File: config.mk
export PLATFORM = sky130hd
export DESIGN_NAME = wb_unit
export DESIGN_NICKNAME = d
export VERILOG_FILES = /design/src/rtl/wb_unit.sv
export SDC_FILE = /design/constraint.sdc
export NUM_CORES = 1
export LEC_CHECK = 0
export CAP_MARGIN = 40
export CELL_PAD_IN_SITES_DETAIL_PLACEMENT = 1
export CELL_PAD_IN_SITES_GLOBAL_PLACEMENT = 1
export CORE_MARGIN = 2
export CORE_UTILIZATION = 49
export DETAILED_ROUTE_END_ITERATION = 10
export DONT_BUFFER_PORTS = 1
export PLACE_DENSITY_LB_ADDON = 0.1
export SYNTH_ARGS = -nofsm -noshare
export SYNTH_HDL_FRONTEND = slang
export SYNTH_SLANG_ARGS = --single-unit
File: constraint.sdc
create_clock -name clk -period 3.57 [get_ports clk]
set_input_delay 0.357 -clock clk [delete_from_list [all_inputs] [get_ports clk]]
set_output_delay 0.357 -clock clk [all_outputs]
set_load 0.1 [all_outputs]
File: src/rtl/wb_unit.sv
// rtl/wb_unit.sv - writeback unit: load request/response handling, load alignment, register-file write
// One instruction in flight; outputs are registered from the next-state decode.
module wb_unit #(
  parameter int unsigned PC_STEP = 4,
  parameter int unsigned ADDR_W  = 32
) (
  input  logic              clk,
  input  logic              rst,
  input  logic              in_valid,
  output logic              in_ready,
  input  logic [31:0]       alu_res,
  input  logic [31:0]       pc,
  input  logic [1:0]        wb_sel,
  input  logic [4:0]        rd,
  input  logic [2:0]        funct3,
  output logic              mem_req_valid,
  output logic [ADDR_W-1:0] mem_req_addr,
  input  logic              mem_req_ready,
  input  logic              mem_resp_valid,
  input  logic [31:0]       mem_resp_data,
  output logic              rf_we,
  output logic [4:0]        rf_waddr,
  output logic [31:0]       rf_wdata,
  output logic              done
);

  typedef enum logic [1:0] {S_IDLE, S_REQ, S_RESP, S_WB} state_t;

  state_t      state_q, state_d;
  logic [31:0] alu_q, alu_d;
  logic [31:0] pc_q, pc_d;
  logic [31:0] data_q, data_d;
  logic [1:0]  wb_sel_q, wb_sel_d;
  logic [4:0]  rd_q, rd_d;
  logic [2:0]  funct3_q, funct3_d;
  logic        in_ready_q, in_ready_d;
  logic        mem_req_valid_q, mem_req_valid_d;
  logic        rf_we_q, rf_we_d;
  logic        done_q, done_d;

  function automatic logic [31:0] load_align(input logic [31:0] word,
                                             input logic [1:0]  off,
                                             input logic [2:0]  f3);
    logic [7:0]  b;
    logic [15:0] h;
    case (off)
      2'd0:    b = word[7:0];
      2'd1:    b = word[15:8];
      2'd2:    b = word[23:16];
      default: b = word[31:24];
    endcase
    // Halfword select uses addr[1] only; a misaligned addr[0] is silently dropped.
    h = off[1] ? word[31:16] : word[15:0];
    case (f3)
      3'b000:  load_align = {{24{b[7]}}, b};
      3'b100:  load_align = {24'b0, b};
      3'b001:  load_align = {{16{h[15]}}, h};
      3'b101:  load_align = {16'b0, h};
      default: load_align = word;
    endcase
  endfunction

  always_comb begin
    state_d  = state_q;
    alu_d    = alu_q;
    pc_d     = pc_q;
    data_d   = data_q;
    wb_sel_d = wb_sel_q;
    rd_d     = rd_q;
    funct3_d = funct3_q;
    case (state_q)
      S_IDLE: begin
        if (in_valid) begin
          alu_d    = alu_res;
          pc_d     = pc;
          wb_sel_d = wb_sel;
          rd_d     = rd;
          funct3_d = funct3;
          if (wb_sel == 2'b01) begin
            state_d = S_REQ;
          end else begin
            data_d  = (wb_sel == 2'b10) ? pc + 32'(PC_STEP) : alu_res;
            state_d = S_WB;
          end
        end
      end
      S_REQ: begin
        if (mem_req_ready) state_d = S_RESP;
      end
      S_RESP: begin
        if (mem_resp_valid) begin
          data_d  = load_align(mem_resp_data, alu_q[1:0], funct3_q);
          state_d = S_WB;
        end
      end
      default: state_d = S_IDLE;
    endcase
    in_ready_d      = (state_d == S_IDLE);
    mem_req_valid_d = (state_d == S_REQ);
    done_d          = (state_d == S_WB);
    rf_we_d         = (state_d == S_WB) && (wb_sel_d != 2'b11) && (rd_d != 5'd0);
  end

  always_ff @(posedge clk or posedge rst) begin
    if (rst) begin
      state_q         <= S_IDLE;
      alu_q           <= '0;
      pc_q            <= '0;
      data_q          <= '0;
      wb_sel_q        <= '0;
      rd_q            <= '0;
      funct3_q        <= '0;
      in_ready_q      <= 1'b1;
      mem_req_valid_q <= 1'b0;
      rf_we_q         <= 1'b0;
      done_q          <= 1'b0;
    end else begin
      state_q         <= state_d;
      alu_q           <= alu_d;
      pc_q            <= pc_d;
      data_q          <= data_d;
      wb_sel_q        <= wb_sel_d;
      rd_q            <= rd_d;
      funct3_q        <= funct3_d;
      in_ready_q      <= in_ready_d;
      mem_req_valid_q <= mem_req_valid_d;
      rf_we_q         <= rf_we_d;
      done_q          <= done_d;
    end
  end

  assign in_ready      = in_ready_q;
  assign mem_req_valid = mem_req_valid_q;
  assign mem_req_addr  = alu_q[ADDR_W-1:0];
  assign rf_we         = rf_we_q;
  assign rf_waddr      = rd_q;
  assign rf_wdata      = data_q;
  assign done          = done_q;

endmodule

**Yosys cells after proc, flatten, opt, wreduce, memory -nomap -nowiden**

Cells that the tools add are included.
Widths: inputs -> output; s select.

- Flip-flop bits (word level): 80
- Output and inout port bits: 73
- Word-level logic and storage cells: 53

- Add/subtract/negate cells: 1
- Equality and inequality tests: 15
- Mux-type cells: 17
- Reduce and logical (&&, ||, !) cells: 10

Operators with widths:

| operator | number |
|---|---|
| $mux 32 | 4 |
| $pmux 32 s4 | 1 |
| $pmux 32 s2 | 1 |
| $add 32x3->32 const B | 1 |
| $pmux 8 s3 | 1 |
| $mux 16 | 1 |
| $mux 2 | 6 |
| $mux 5 | 2 |
| $eq 2x1->1 const B | 4 |
| $eq 2x2->1 const B | 4 |
| $ne 2x2->1 const B | 4 |
| $eq 3x3->1 const B | 2 |
| $logic_not 2->1 | 3 |
| $pmux 2 s3 | 1 |
| $reduce_bool 5->1 | 1 |
| $reduce_and 4->1 | 1 |
| $eq 3x1->1 const B | 1 |
| $logic_not 3->1 | 1 |
| $logic_and 1x1->1 | 2 |
| $reduce_and 2->1 | 1 |
| $reduce_bool 2->1 | 1 |

**Longest topological paths before layout**

Gate-level depths: netlist (run 1).

- Depth after elaboration: 7
- Mapped depth: 8

**Worst setup path after synthesis (run 1)**

OpenSTA, ideal clock, no wires.

- Kind: reg2reg
- Start: register alu_q[1] (netlist: mem_req_addr[1])
- End: register data_q[1] (netlist: rf_wdata[1])
- Library setup time: 0.122 ns
- Arrival time: 2.399 ns
- Required time: 3.448 ns
- Path slack: 1.049 ns
- Stages on the path, launching flop included: 8
- Clock period less this slack: 2.521 ns
- Cell sequence: dfrtp_1 > buf_1 > clkbuf_1 > mux2i_1 > nor2_1 > a31oi_1 > o221ai_1 > a22o_1

- Word-level cells in the longest chain between the ends: 5
- Elaborated cells between the ends (all ways): 8
- Classes of those cells: eq/ne (2); mux (5); reduce/logical (1)

Ends and longest elaborated chain:

| what | RTL line | text |
|---|---|---|
| start, declared | 30 | `logic [31:0] alu_q, alu_d;` |
| start signal, assigned | 119 | `alu_q <= alu_d;` |
| $eq 2x2->1 (tied with other cells) | 46 | `case (off)` |
| $pmux 8 s3 | 46 |  |
| $pmux 32 s4 (*) | 54 | `case (f3)` |
| $mux 32 (*) | 91 | `if (mem_resp_valid) begin` |
| $pmux 32 s2 (*) | 71 | `case (state_q)` |
| end signal, assigned | 121 | `data_q <= data_d;` |
| end, declared | 32 | `logic [31:0] data_q, data_d;` |

Every way passes the cells marked *; elsewhere a longest branch is shown, timed or not. The select of a mux whose other input is x is not followed.
A chain may end at the register's enable or synchronous reset.

**Worst setup path in the final report (run 1)**

- Start: register state_q[1]
- End: register data_q[21] (netlist: rf_wdata[21])

- Word-level cells in the longest chain between the ends: 3
- Elaborated cells between the ends (all ways): 8
- Classes of those cells: eq/ne (4); mux (1); reduce/logical (3)

Ends and longest elaborated chain:

| what | RTL line | text |
|---|---|---|
| start, declared | 29 | `state_t state_q, state_d;` |
| start signal, assigned | 118 | `state_q <= state_d;` |
| $eq 2x2->1 or $logic_not 2->1 (tied branches) | 71 |  |
| $ne 2x2->1 (no line) or $reduce_bool 2->1 (tied branches) | - |  |
| $reduce_and 4->1 (no line) | - |  |

Several ways; a longest one is shown, not always the timed one.

==> results.txt, run 1 <==
----------------------------------------------------
[Floorplanning]
  Die Span X ... roughly 100 um
  Core area ... a little over 0.009 mm^2
  Die outline area ... 0.01030 mm^2
  Cell row count ... 35
  Die boundary height ... between 100 and 150 um
  Initial standard-cell utilization of the core ... around half
  I/O pins ... ~180

[Yosys]
  Post-synthesis cell count ... approximately 570
  Most common cell in the synthesized netlist ... sky130_fd_sc_hd__nand2_1
  Most used flip-flop cell after synthesis ... sky130_fd_sc_hd__dfrtp_1
  Post-synthesis cell type count ... 61
  Most frequent cells after synthesis ... sky130_fd_sc_hd__nand2_1 (180), sky130_fd_sc_hd__dfrtp_1 (79), sky130_fd_sc_hd__nor2_1 (38)
  Number of synthesized flops with an enable pin ... 0
  Count of synthesis-stage warnings from yosys ... 0
  Sequential element share of the synthesized area ... 43.00%
  Share of flip-flops with an asynchronous set or reset ... 100.0%
  Register bit total from synthesis ... 80
  Synthesized net count ... roughly 680
  Mean post-synth cell area ... between 8 and 9 um^2
  Cell type contributing the most total cell area after synthesis ... sky130_fd_sc_hd__dfrtp_1
  Top-area cell type share of the netlist area ... between 40 and 50%
  Post-Synthesis Cell Area ... 0.004658 mm^2
  Largest cells by area after synthesis ... sky130_fd_sc_hd__dfrtp_1 (42%), sky130_fd_sc_hd__nand2_1 (15%), sky130_fd_sc_hd__nor2_1 (3.1%)

[Critical path]
  CP endpoint kind ... flop
  Worst setup path category ... reg -> reg
  Data arrival time of the critical path ... ~2.9 ns
  Largest fanout on the critical path ... 12
  Type of origin of the critical path ... flop
  Worst Path Required ... 3.75 ns

[Drt]
  Number of DRC markers after the initial detailed-route iteration ... 619
  Number of search-and-repair iterations in the first detailed-routing pass ... 8
  Detailed-route wire length per cell ... approximately 31 um
  Antenna-violating nets left ... 0
  WL final ... 22,790 um
  DR vias ... 5,268
  Average via count per standard cell ... around 7
  Count of unresolved DRC violations after routing ... 0

[Global routing]
  Met2 usage in global routing ... a little over three fifths
  Vias in the first global route ... between 5,000 and 6,000
  Antenna violations before repair ... 0
  Largest net degree at the start of global routing ... 44
  Global-route wire length before repair ... around 29,000 um
  Met1 track demand over resource in global routing ... around two fifths
  GR peak layer ... met2
  Combined global-route utilization of all metal layers ... around 38%
  Global-route met3 utilization ... between 10% and 20%
  Overflow left after global routing ... 0

[STA]
  Post-layout minimum cycle time ... 2.692 ns
  Slew Viols, Final ... 0
  Transition time at the pin with the least slew margin ... 0.9749 ns
  Setup skew after layout ... between 0.015 and 0.02 ns
  Unrepaired setup endpoints after global routing ... no
  Fraction of the cycle the final worst path needs ... 75.40%
  Worst slew margin relative to its limit ... approximately a third
  F_max ... approximately 0.37 GHz
  Final Hold Violating Endpoints ... 0
  Setup total negative slack ... 0 ns
  Final setup violating endpoints ... 0

[Clocking]
  Htree depth ... 3
  Insertion delay of the later-clocked pin in the worst-skew pair ... 0.38 ns
  Num Clock Sinks ... 80
  Buffer count from post-CTS setup fixing ... 0
  Post-cts sizing count ... 0
  CTS root buffer ... sky130_fd_sc_hd__clkbuf_8
  CTS tree ... yes
  Clk buf depth ... 2
  Clock-pin slew on the worst setup and hold paths ... around 0.1 ns
  Number of buffers added by the clock tree synthesis step ... 9

[Job]
  Reported max-cap violation count ... 0

[Place]
  Port-buffer cells ... 0
  Placed cell area ... ~0.0057 mm^2
  Final weighted congestion of routability-driven global placement ... approximately 0.97
  Post-DP HPWL ... between 10,000 and 15,000 um

[Finish]
  Number of nets in the finished design ... around 710
  Share of cells above drive strength 1 ... approximately 15%
  Area used by multi-input combinational logic ... ~0.0025 mm^2
  Number of diodes added for antenna fixing ... 0
  Register Area ... between 0.002 and 0.0025 mm^2
  Summed area of non-filler cells in the final layout ... between 0.006 and 0.007 mm^2
  Layout area overhead ... 32.74%
  Filler cell count ... 997
  Post-route core utilization ... approximately two thirds

[Min path]
  Worst hold path class ... in -> reg

[Outcome]
  Result of the run ... completed

----------------------------------------------------
## critical path, cell delays in order (launching register included)
cell	delay [ns]
sky130_fd_sc_hd__dfrtp_1	0.54
sky130_fd_sc_hd__nor2b_1	0.50
sky130_fd_sc_hd__o21ai_0	0.16
sky130_fd_sc_hd__o21ai_0	0.50
sky130_fd_sc_hd__and2_1	0.57
sky130_fd_sc_hd__a221oi_1	0.23
## repair_timing
item                       CTS  global route
setup endpoints to repair    0             0
hold endpoints to repair    21             0
hold buffers                 1             0
## cells in the final DEF, fill, tap and decap left out, drive strengths merged, types with 2 or more instances in the layout
cell type / Yosys / routed
nor2b: 5 / 5
clkinv: 0 / 4
and4: 3 / 3
and2: 2 / 2
a211oi: 11 / 11
and3: 3 / 3
a31oi: 14 / 14
a21o: 2 / 2
o221ai: 6 / 6
a21oi: 14 / 14
dfrtp: 79 / 79
nor4: 8 / 8
xnor2: 10 / 10
buf: 8 / 55
o31a: 2 / 2
nand2: 180 / 180
o211ai: 2 / 2
or4: 2 / 2
clkbuf: 27 / 9
nor3: 13 / 13
a221oi: 13 / 13
a31o: 3 / 3
inv: 14 / 13
nor2: 38 / 38
mux2i: 13 / 13
o31ai: 6 / 6
a22o: 9 / 9
or3: 4 / 4
nand3: 10 / 10
o221a: 2 / 2
nand4: 9 / 9
o21ai: 10 / 10
o22ai: 13 / 13
or3b: 3 / 3
nand2b: 4 / 4
bufinv: 0 / 3
o41ai: 2 / 2
a32o: 2 / 2
xor2: 6 / 6
## stage by stage
step                worst slack, ns  hold slack [ns]  cells
floorplan                     1.049           0.4407    567
global placement              1.079           0.2701    674
detailed placement           0.8979           0.2687    707
CTS                           1.046          0.09036    723
global route                 0.6949          0.09266    732
finish                       0.8781          0.08781    732
## registers in the layout, summed over array words and instances, names as in the netlist
| signal | flops |
|---|---|
| done | 1 |
| funct3_q | 3 |
| in_ready | 1 |
| mem_req_addr | 32 |
| mem_req_valid | 1 |
| rf_waddr | 5 |
| rf_wdata | 32 |
| rf_we | 1 |
| state_q | 2 |
| wb_sel_q | 2 |
## layout make-up
| type | count | share of cell area (%) |
|---|---|---|
| Multi-Input combinational cell | 438 | 39.90 |
| Sequential cell | 80 | 32.42 |
| Timing Repair Buffer | 56 | 20.44 |
| Tap cell | 129 | 2.610 |
| Clock buffer | 9 | 2.003 |
| Clock inverter | 6 | 1.760 |
| Inverter | 14 | 0.8701 |
## per-layer routing
metal	wire length, um	part of all wire [%]	vias up
li1	-	-	2084
met1	7580	33	2575
met2	10680	47	462
met3	2752	12	147
met4	1780	7.8	0
met5	0	0	-
## logic make-up after synthesis
kind of cell               Yosys count  share of synthesized area (%)
and+or+nand+nor                    286                          27.08
buffers and inverters               49                          4.136
adders and majority gates            1                         0.2686
muxes                               14                          3.277
AOI/OAI and AO/OA                  121                          19.23
DFF                                 80                          43.00
xor gates and xnor gates            16                          3.008
## worst paths after layout
check | startpoint | end | slack [ns] | cells after the start
setup / recovery | state_q[1] | rf_wdata[21] | 0.88 | 5
hold / removal | alu_res[27] | mem_req_addr[27] | 0.09 | 2
setup reg to reg | state_q[1] | rf_wdata[21] | 0.88 | 5
hold reg to reg | wb_sel_q[1] | wb_sel_q[1] | 0.57 | 2
max in group asynchronous | rst | in_ready | 2.20 | 3
min in group asynchronous | rst | rf_waddr[2] | 0.49 | 2
Power of run 1 is not shown: default switching activity piles up to over one toggle a cycle in this logic, so the estimate is an artifact.
==> run 2: changes to the inputs <==
--- a/config.mk
+++ b/config.mk
@@ -5,11 +5,12 @@
 export SDC_FILE = /design/constraint.sdc
 export NUM_CORES = 1
 export LEC_CHECK = 0
+export ABC_AREA = 1
 export CAP_MARGIN = 40
 export CELL_PAD_IN_SITES_DETAIL_PLACEMENT = 1
 export CELL_PAD_IN_SITES_GLOBAL_PLACEMENT = 1
 export CORE_MARGIN = 2
-export CORE_UTILIZATION = 49
+export CORE_UTILIZATION = 43
 export DETAILED_ROUTE_END_ITERATION = 10
 export DONT_BUFFER_PORTS = 1
 export PLACE_DENSITY_LB_ADDON = 0.1
==> constraint.sdc (replaced) <==
create_clock -name clk -period 2.55 [get_ports clk]
set_input_delay 0.255 -clock clk [delete_from_list [all_inputs] [get_ports clk]]
set_output_delay 0.255 -clock clk [all_outputs]
set_load 0.1 [all_outputs]
==> run 2 against run 1 <==
Compared with the run above:
- fmax rose by 27%
- clock skew down 0.0077 ns
- register-to-register slack got worse by 0.45 ns
- cell count up 37%
- non-clock buffer count is 3 higher
- first-iteration DRC count down 39%
- setup slack worse by 0.45 ns
- area after synthesis is 11% higher
- die area up 25%
- via count grew 7.1%
- final area is 9.4% higher
- critical endpoint is now rf_wdata[30]
- largest cell class unchanged
==> results.txt, run 2 <==
----------------------------------------------------
[Outcome]
  Result of the run ... completed (unchanged)

[STA]
  Post-layout minimum cycle time ... 2.127 ns (was 2.692 ns)
  Worst slew margin relative to its limit ... 36.39% (was 34.47%)
  Final setup violating endpoints ... 0 (unchanged)
  Setup skew after layout ... 0.01227 ns (was 0.01992 ns)
  F_max ... 0.4703 GHz (was 0.3715 GHz)
  Fraction of the cycle the final worst path needs ... 83.39% (was 75.40%)
  Transition time at the pin with the least slew margin ... 0.9541 ns (was 0.9749 ns)
  Final Hold Violating Endpoints ... 0 (unchanged)
  Slew Viols, Final ... 0 (unchanged)
  Unrepaired setup endpoints after global routing ... no (unchanged)
  Setup total negative slack ... 0 ns (unchanged)

[Global routing]
  Largest net degree at the start of global routing ... 50 (was 44)
  Vias in the first global route ... 5,922 (was 5,149)
  Global-route wire length before repair ... 32,220 um (was 28,700 um)
  Combined global-route utilization of all metal layers ... 32.99% (was 37.51%)
  Overflow left after global routing ... 0 (unchanged)
  Antenna violations before repair ... 0 (unchanged)

[Yosys]
  Largest cells by area after synthesis ... sky130_fd_sc_hd__dfrtp_1 (38%), sky130_fd_sc_hd__nand2_1 (28%), sky130_fd_sc_hd__nand3_1 (5.4%) (was sky130_fd_sc_hd__dfrtp_1 (42%), sky130_fd_sc_hd__nand2_1 (15%), sky130_fd_sc_hd__nor2_1 (3.1%))
  Number of synthesized flops with an enable pin ... 0 (unchanged)
  Share of synthesized cell area in and, or, nand and nor gates ... 41.99% (was 27.07%)
  Fraction of synthesized cell area in xor and xnor cells ... 1.696% (was 3.008%)
  Main combinational cell family by area after synthesis ... simple AND/OR/NAND/NOR gates (unchanged)
  Complex-gate fraction of the synthesized area ... 8.505% (was 19.23%)
  Share of flip-flops with an asynchronous set or reset ... 100.0% (unchanged)
  Most frequent cells after synthesis ... sky130_fd_sc_hd__nand2_1 (390), sky130_fd_sc_hd__dfrtp_1 (79), sky130_fd_sc_hd__nor2_1 (69) (was sky130_fd_sc_hd__nand2_1 (180), sky130_fd_sc_hd__dfrtp_1 (79), sky130_fd_sc_hd__nor2_1 (38))
  Count of synthesis-stage warnings from yosys ... 0 (unchanged)
  Post-synthesis cell type count ... 32 (was 61)
  Top-area cell type share of the netlist area ... 38.28% (was 42.44%)
  Most common cell in the synthesized netlist ... sky130_fd_sc_hd__nand2_1 (unchanged)
  Synth Area in Adders ... 0.2423% (was 0.2686%)
  Post-Synthesis Cell Area ... 0.005164 mm^2 (was 0.004658 mm^2)
  Register bit total from synthesis ... 80 (unchanged)
  Most used flip-flop cell after synthesis ... sky130_fd_sc_hd__dfrtp_1 (unchanged)
  Cell type contributing the most total cell area after synthesis ... sky130_fd_sc_hd__dfrtp_1 (unchanged)
  Post-synthesis cell count ... 816 (was 567)
  Portion of netlist area occupied by mux cells ... 0% (was 3.277%)
  Synthesized net count ... 928 (was 679)
  Mean post-synth cell area ... 6.328 um^2 (was 8.216 um^2)
  Sequential element share of the synthesized area ... 38.79% (was 43.00%)

[Critical path]
  Largest stage delay, worst path ... 0.70 ns (was 0.57 ns)
  Worst setup path category ... reg -> reg (unchanged)
  Crit-path slowest cell ... sky130_fd_sc_hd__dfrtp_1 (was sky130_fd_sc_hd__and2_1)
  Worst Path Required ... 2.80 ns (was 3.75 ns)
  Data arrival time of the critical path ... 2.37 ns (was 2.87 ns)
  Critical Path Start ... mem_req_addr[1] (was state_q[1])
  Most used cell along the critical path ... sky130_fd_sc_hd__nand2_1 (was sky130_fd_sc_hd__o21ai_0)
  Family of cells with the greatest summed delay on the critical path ... simple AND/OR/NAND/NOR gates (unchanged)
  List of cells traversed by the critical path ... nand2_1 > o21ai_1 > nor2_2 > nor2_2 > nand3_1 > nand2_1 > inv_1 > nand2_1 > nand2_1 (was nor2b_1 > o21ai_0 > o21ai_0 > and2_1 > a221oi_1)
  Worst reg2reg path startpoint ... mem_req_addr[1] (was state_q[1])
  Largest fanout on the critical path ... 16 (was 12)
  Type of origin of the critical path ... flop (unchanged)
  CP endpoint kind ... flop (unchanged)
  Worst Path Buf+Inv ... 1 (was 0)

[Place]
  Port-buffer cells ... 0 (unchanged)
  Post-DP HPWL ... 16,220 um (was 14,240 um)
  Placed cell area ... 0.006215 mm^2 (was 0.005693 mm^2)
  Final weighted congestion of routability-driven global placement ... 0.9008 (was 0.9689)
  Placed Cells ... 980 (was 707)

[Drt]
  Number of DRC markers after the initial detailed-route iteration ... 379 (was 619)
  DR vias ... 5,640 (was 5,268)
  Count of unresolved DRC violations after routing ... 0 (unchanged)
  Number of search-and-repair iterations in the first detailed-routing pass ... 5 (was 8)
  Antenna-violating nets left ... 0 (unchanged)
  Detailed-route wire length per cell ... 21.82 um (was 31.13 um)
  WL final ... 21,930 um (was 22,790 um)
  Average via count per standard cell ... 5.612 (was 7.197)

[Finish]
  Number of nets in the finished design ... 965 (was 711)
  Filler-free cell count of the finished design ... 1,005 (was 732)
  Share of cells above drive strength 1 ... 11.19% (was 14.59%)
  Leading cell types in the layout, fill and taps excluded ... sky130_fd_sc_hd__nand2_1 (390), sky130_fd_sc_hd__dfrtp_1 (79), sky130_fd_sc_hd__nor2_1 (69), sky130_fd_sc_hd__inv_1 (63), sky130_fd_sc_hd__nand3_1 (56) (was sky130_fd_sc_hd__nand2_1 (180), sky130_fd_sc_hd__dfrtp_1 (78), sky130_fd_sc_hd__buf_16 (42), sky130_fd_sc_hd__nor2_1 (38))
  Layout area overhead ... 30.97% (was 32.74%)
  Summed area of non-filler cells in the final layout ... 0.006763 mm^2 (was 0.006183 mm^2)
  Most common cell after layout, fill and taps aside ... sky130_fd_sc_hd__nand2_1 (unchanged)
  Number of diodes added for antenna fixing ... 0 (unchanged)
  Post-route core utilization ... 57.01% (was 66.92%)

[Floorplanning]
  Cell row count ... 40 (was 35)
  Core area ... 0.01186 mm^2 (was 0.009240 mm^2)
  Die Span X ... 113.6 um (was 101.5 um)
  Die outline area ... 0.01290 mm^2 (was 0.01030 mm^2)
  Initial standard-cell utilization of the core ... 43.53% (was 50.41%)
  Die boundary height ... 113.6 um (was 101.5 um)
  I/O pins ... 184 (unchanged)

[Clocking]
  Number of hold-repair buffers added at the cts stage ... 1 (unchanged)
  Post-cts sizing count ... 0 (unchanged)
  Insertion delay of the later-clocked pin in the worst-skew pair ... 0.35 ns (was 0.38 ns)
  Number of buffers added by the clock tree synthesis step ... 9 (unchanged)
  CTS root buffer ... sky130_fd_sc_hd__clkbuf_16 (was sky130_fd_sc_hd__clkbuf_8)
  Htree depth ... 3 (unchanged)
  Buffer count from post-CTS setup fixing ... 0 (unchanged)
  Clk buf depth ... 2 (unchanged)
  Num Clock Sinks ... 80 (unchanged)
  Clock-pin slew on the worst setup and hold paths ... 0.07 ns (was 0.10 ns)
  CTS tree ... yes (unchanged)

[Min path]
  Worst hold path class ... in -> reg (unchanged)
  Worst min-delay path startpoint ... funct3[1] (was alu_res[27])

[Job]
  Reported max-cap violation count ... 0 (unchanged)

----------------------------------------------------
-- run 2: cell types whose count changed after synthesis, moves of 17 or more --
| cell | delta |
|---|---|
| sky130_fd_sc_hd__a21oi_1 | +23 |
| sky130_fd_sc_hd__clkbuf_1 | -17 |
| sky130_fd_sc_hd__inv_1 | +50 |
| sky130_fd_sc_hd__nand2_1 | +210 |
| sky130_fd_sc_hd__nand3_1 | +46 |
| sky130_fd_sc_hd__nor2_1 | +31 |
-- run 2: per-stage QoR --
stage / setup WS, ns / hold slack, ns
3_5_place_dp: 0.5319 / 0.2318
4_1_cts: 0.4544 / 0.01534
3_3_place_gp: 0.6705 / 0.2313
6_report: 0.4235 / 0.02111
5_1_grt: 0.2694 / 0.02955
2_1_floorplan: 0.2449 / 0.3718
-- run 2: final timing paths --
check                                        end  slack [ns]  depth (start not counted)
worst max-delay path                rf_wdata[30]        0.42                          9
worst min register to register      rf_wdata[14]        0.50                          2
worst max register to register      rf_wdata[30]        0.42                          9
min in group asynchronous       mem_req_addr[25]        0.44                          2
worst min-delay path                 funct3_q[1]        0.02                          2
max in group asynchronous               in_ready        1.39                          3
-- run 2: worst reg2reg max path: stages (launching register included) --
cell and delay [ns]:
sky130_fd_sc_hd__dfrtp_1 0.70, sky130_fd_sc_hd__nand2_1 0.10, sky130_fd_sc_hd__o21ai_1 0.17, sky130_fd_sc_hd__nor2_2 0.10, sky130_fd_sc_hd__nor2_2 0.46, sky130_fd_sc_hd__nand3_1 0.22
sky130_fd_sc_hd__nand2_1 0.11, sky130_fd_sc_hd__inv_1 0.04, sky130_fd_sc_hd__nand2_1 0.07, sky130_fd_sc_hd__nand2_1 0.05
-- run 2: cell type report --
type	count	area (um^2)
Fill cell	1474	5099
Multi-Input combinational cell	631	2708
Inverter	72	271.5
Clock buffer	13	270.3
Timing Repair Buffer	59	1279
Sequential cell	80	2003
Tap cell	147	183.9
Clock inverter	3	47.55
-- run 2: logic make-up (layout without fill, tap and decap cells) --
kind of cell               after synthesis  after routing
and+or+nand+nor                        539            539
buffers and inverters                  105            147
AOI/OAI and AO/OA                       81             81
DFF                                     80             80
xor gates and xnor gates                10             10
adders and majority gates                1              1
-- run 2: layer usage --
layer	up-vias	global-route usage (%)	part of all wire [%]
met5	-	0	0
met2	247	55.89	49
li1	2622	-	-
met1	2729	40.55	39
met3	42	8.820	8.8
met4	0	12.03	3.2
Power of run 2 is left out for the same reason.
==> run 3: changes to the inputs <==
--- a/config.mk
+++ b/config.mk
@@ -10,7 +10,7 @@
 export CELL_PAD_IN_SITES_DETAIL_PLACEMENT = 1
 export CELL_PAD_IN_SITES_GLOBAL_PLACEMENT = 1
 export CORE_MARGIN = 2
-export CORE_UTILIZATION = 43
+export CORE_UTILIZATION = 39
 export DETAILED_ROUTE_END_ITERATION = 10
 export DONT_BUFFER_PORTS = 1
 export PLACE_DENSITY_LB_ADDON = 0.1
==> constraint.sdc (replaced) <==
create_clock -name clk -period 1.9 [get_ports clk]
set_input_delay 0.19 -clock clk [delete_from_list [all_inputs] [get_ports clk]]
set_output_delay 0.19 -clock clk [all_outputs]
set_load 0.1 [all_outputs]
==> run 3 against run 2 <==
Compared with the run above:
- utilization is 6.3 points lower
- critical path type unchanged
- sequential share of layout area is 0.58 points higher
- setup slack lost 0.18 ns
- cell count is 9.7% higher
- critical endpoint is now rf_wdata[27]
- hold slack gained 0.014 ns
- first-iteration DRC count shrank 13%
- highest routed layer unchanged
==> results.txt, run 3 (same netlist as run 2, synthesis figures left out) <==
----------------------------------------------------
[Outcome]
  Result of the run ... completed (unchanged)

[Finish]
  Share of cells above drive strength 1 ... 13.74% (was 11.19%)
  Leading cell types in the layout, fill and taps excluded ... sky130_fd_sc_hd__nand2_1 (390), sky130_fd_sc_hd__buf_4 (83), sky130_fd_sc_hd__dfrtp_1 (77), sky130_fd_sc_hd__nor2_1 (69), sky130_fd_sc_hd__inv_1 (63) (was sky130_fd_sc_hd__nand2_1 (390), sky130_fd_sc_hd__dfrtp_1 (79), sky130_fd_sc_hd__nor2_1 (69), sky130_fd_sc_hd__inv_1 (63), sky130_fd_sc_hd__nand3_1 (56))
  Register Area ... 0.002006 mm^2 (was 0.002003 mm^2)
  Area used by multi-input combinational logic ... 0.002718 mm^2 (was 0.002708 mm^2)
  Filler cell count ... 1,755 (was 1,474)
  Layout area overhead ... 28.59% (was 30.97%)
  Most common cell after layout, fill and taps aside ... sky130_fd_sc_hd__nand2_1 (unchanged)
  Filler-free cell count of the finished design ... 1,102 (was 1,005)
  Summed area of non-filler cells in the final layout ... 0.006640 mm^2 (was 0.006763 mm^2)
  Number of nets in the finished design ... 1,031 (was 965)

[Min path]
  Worst Hold End ... state_q[1] (was funct3_q[1])
  Worst min-delay path startpoint ... wb_sel[1] (was funct3[1])
  Worst hold path class ... in -> reg (unchanged)
  Number of cells on the worst hold path ... 2 (unchanged)

[Place]
  Final weighted congestion of routability-driven global placement ... 0.9555 (was 0.9008)
  Placed Cells ... 1,047 (was 980)
  Port-buffer cells ... 0 (unchanged)
  Post-DP HPWL ... 15,910 um (was 16,220 um)
  Placed cell area ... 0.005931 mm^2 (was 0.006215 mm^2)

[Clocking]
  Clk buf depth ... 2 (unchanged)
  Buffer count from post-CTS setup fixing ... 0 (unchanged)
  Htree depth ... 3 (unchanged)
  Num Clock Sinks ... 80 (unchanged)
  CTS root buffer ... sky130_fd_sc_hd__clkbuf_16 (unchanged)
  Insertion delay of the later-clocked pin in the worst-skew pair ... 0.35 ns (about the same)
  Clock-pin slew on the worst setup and hold paths ... 0.07 ns (about the same)
  Number of buffers added by the clock tree synthesis step ... 9 (unchanged)
  CTS tree ... yes (unchanged)

[STA]
  Unrepaired setup endpoints after global routing ... no (unchanged)
  Fraction of the cycle the final worst path needs ... 87.42% (was 83.39%)
  F_max ... 0.6021 GHz (was 0.4703 GHz)
  Setup skew after layout ... 0.008766 ns (was 0.01227 ns)
  Setup total negative slack ... 0 ns (unchanged)
  Transition time at the pin with the least slew margin ... 0.5923 ns (was 0.9541 ns)
  Worst slew margin relative to its limit ... 60.43% (was 36.39%)
  Final setup violating endpoints ... 0 (unchanged)
  Slew Viols, Final ... 0 (unchanged)
  Final Hold Violating Endpoints ... 0 (unchanged)
  Post-layout minimum cycle time ... 1.661 ns (was 2.127 ns)
  Final hold slack ... 0.03545 ns (was 0.02111 ns)

[Critical path]
  Path depth of the worst reg2reg path ... 9 (unchanged)
  Critical R2R Capture ... rf_wdata[27] (was rf_wdata[30])
  Worst setup path category ... reg -> reg (unchanged)
  Worst Path Required ... 2.19 ns (was 2.80 ns)
  Type of origin of the critical path ... flop (unchanged)
  CP endpoint kind ... flop (unchanged)
  Worst reg2reg path startpoint ... funct3_q[0] (was mem_req_addr[1])
  Data arrival time of the critical path ... 1.95 ns (was 2.37 ns)
  Largest fanout on the critical path ... 24 (was 16)
  Slack of the worst reg-to-reg path ... 0.24 ns (was 0.42 ns)

[Drt]
  Detailed-route wire length per cell ... 18.75 um (was 21.82 um)
  Antenna-violating nets left ... 0 (unchanged)
  Number of search-and-repair iterations in the first detailed-routing pass ... 4 (was 5)
  Count of unresolved DRC violations after routing ... 0 (unchanged)
  WL final ... 20,670 um (was 21,930 um)
  DR vias ... 5,769 (was 5,640)
  Number of DRC markers after the initial detailed-route iteration ... 331 (was 379)
  Average via count per standard cell ... 5.235 (was 5.612)

[Global routing]
  Global-route wire length before repair ... 32,040 um (was 32,220 um)
  Combined global-route utilization of all metal layers ... 29.49% (was 32.99%)
  Largest net degree at the start of global routing ... 42 (was 50)
  Vias in the first global route ... 6,038 (was 5,922)
  Antenna violations before repair ... 1 (was 0)
  Overflow left after global routing ... 0 (unchanged)

[Job]
  Reported max-cap violation count ... 0 (unchanged)

[Floorplanning]
  Core area ... 0.01309 mm^2 (was 0.01186 mm^2)
  Cell row count ... 42 (was 40)
  Initial standard-cell utilization of the core ... 39.46% (was 43.53%)
  Die boundary height ... 119.1 um (was 113.6 um)
  Die outline area ... 0.01418 mm^2 (was 0.01290 mm^2)
  Die Span X ... 119.1 um (was 113.6 um)
  I/O pins ... 184 (unchanged)

----------------------------------------------------
run 3: final cells by class:
cell class              count  share of cell area (%)
well taps                 176                   3.316
clock buffers              12                   3.712
flip-flops and latches     80                   30.21
clock inverters             4                   1.168
diodes                      2                 0.07537
inverters                  72                   4.127
repair buffers            125                   16.47
multi-input cells         631                   40.93
run 3: what timing repair did:
| item | CTS | global route |
|---|---|---|
| gates resized for setup | 0 | 2 |
| endpoints found under the setup margin | 0 | 14 |
| hold buffers | 37 | 0 |
| hold endpoints to repair | 58 | 0 |
run 3: worst max-delay path by stage:
stage	from	end	slack (ns)	cells past startpoint
final	funct3_q[0]	rf_wdata[27]	0.24	9
after global routing	funct3_q[0]	rf_wdata[18]	0.12	9
after CTS	mem_req_addr[1]	rf_wdata[27]	0.13	8
after detailed placement	mem_req_addr[1]	rf_wdata[27]	0.14	8
after global placement	mem_req_addr[1]	rf_wdata[25]	0.26	8
after floorplan	mem_req_addr[1]	rf_wdata[14]	0.21	8
run 3: worst max-delay path, cell delays in order (launching register included):
cell and delay (ns):
sky130_fd_sc_hd__dfrtp_1 0.41, sky130_fd_sc_hd__inv_2 0.10, sky130_fd_sc_hd__nand2_1 0.12, sky130_fd_sc_hd__o21ai_1 0.32
sky130_fd_sc_hd__nand2_4 0.25, sky130_fd_sc_hd__nand3_1 0.13, sky130_fd_sc_hd__nand2_1 0.06, sky130_fd_sc_hd__inv_1 0.07
sky130_fd_sc_hd__nand2_1 0.05, sky130_fd_sc_hd__nand2_1 0.06
run 3: layer usage:
| metal | track usage [%] | wire [um] | up-vias |
|---|---|---|---|
| li1 | - | - | 2747 |
| met1 | 37.44 | 8641 | 2786 |
| met2 | 49.50 | 10020 | 194 |
| met3 | 6.178 | 1429 | 42 |
| met4 | 10.86 | 573 | 0 |
| met5 | 0 | 0 | - |
run 3: per-stage QoR:
step,worst slack (ns),util [%]
2_1_floorplan,0.2054,-
3_3_place_gp,0.2582,45.32
3_5_place_dp,0.1426,45.32
4_1_cts,0.1284,50.63
5_1_grt,0.1187,50.71
6_report,0.2390,50.75
Power of run 3 is left out for the same reason.
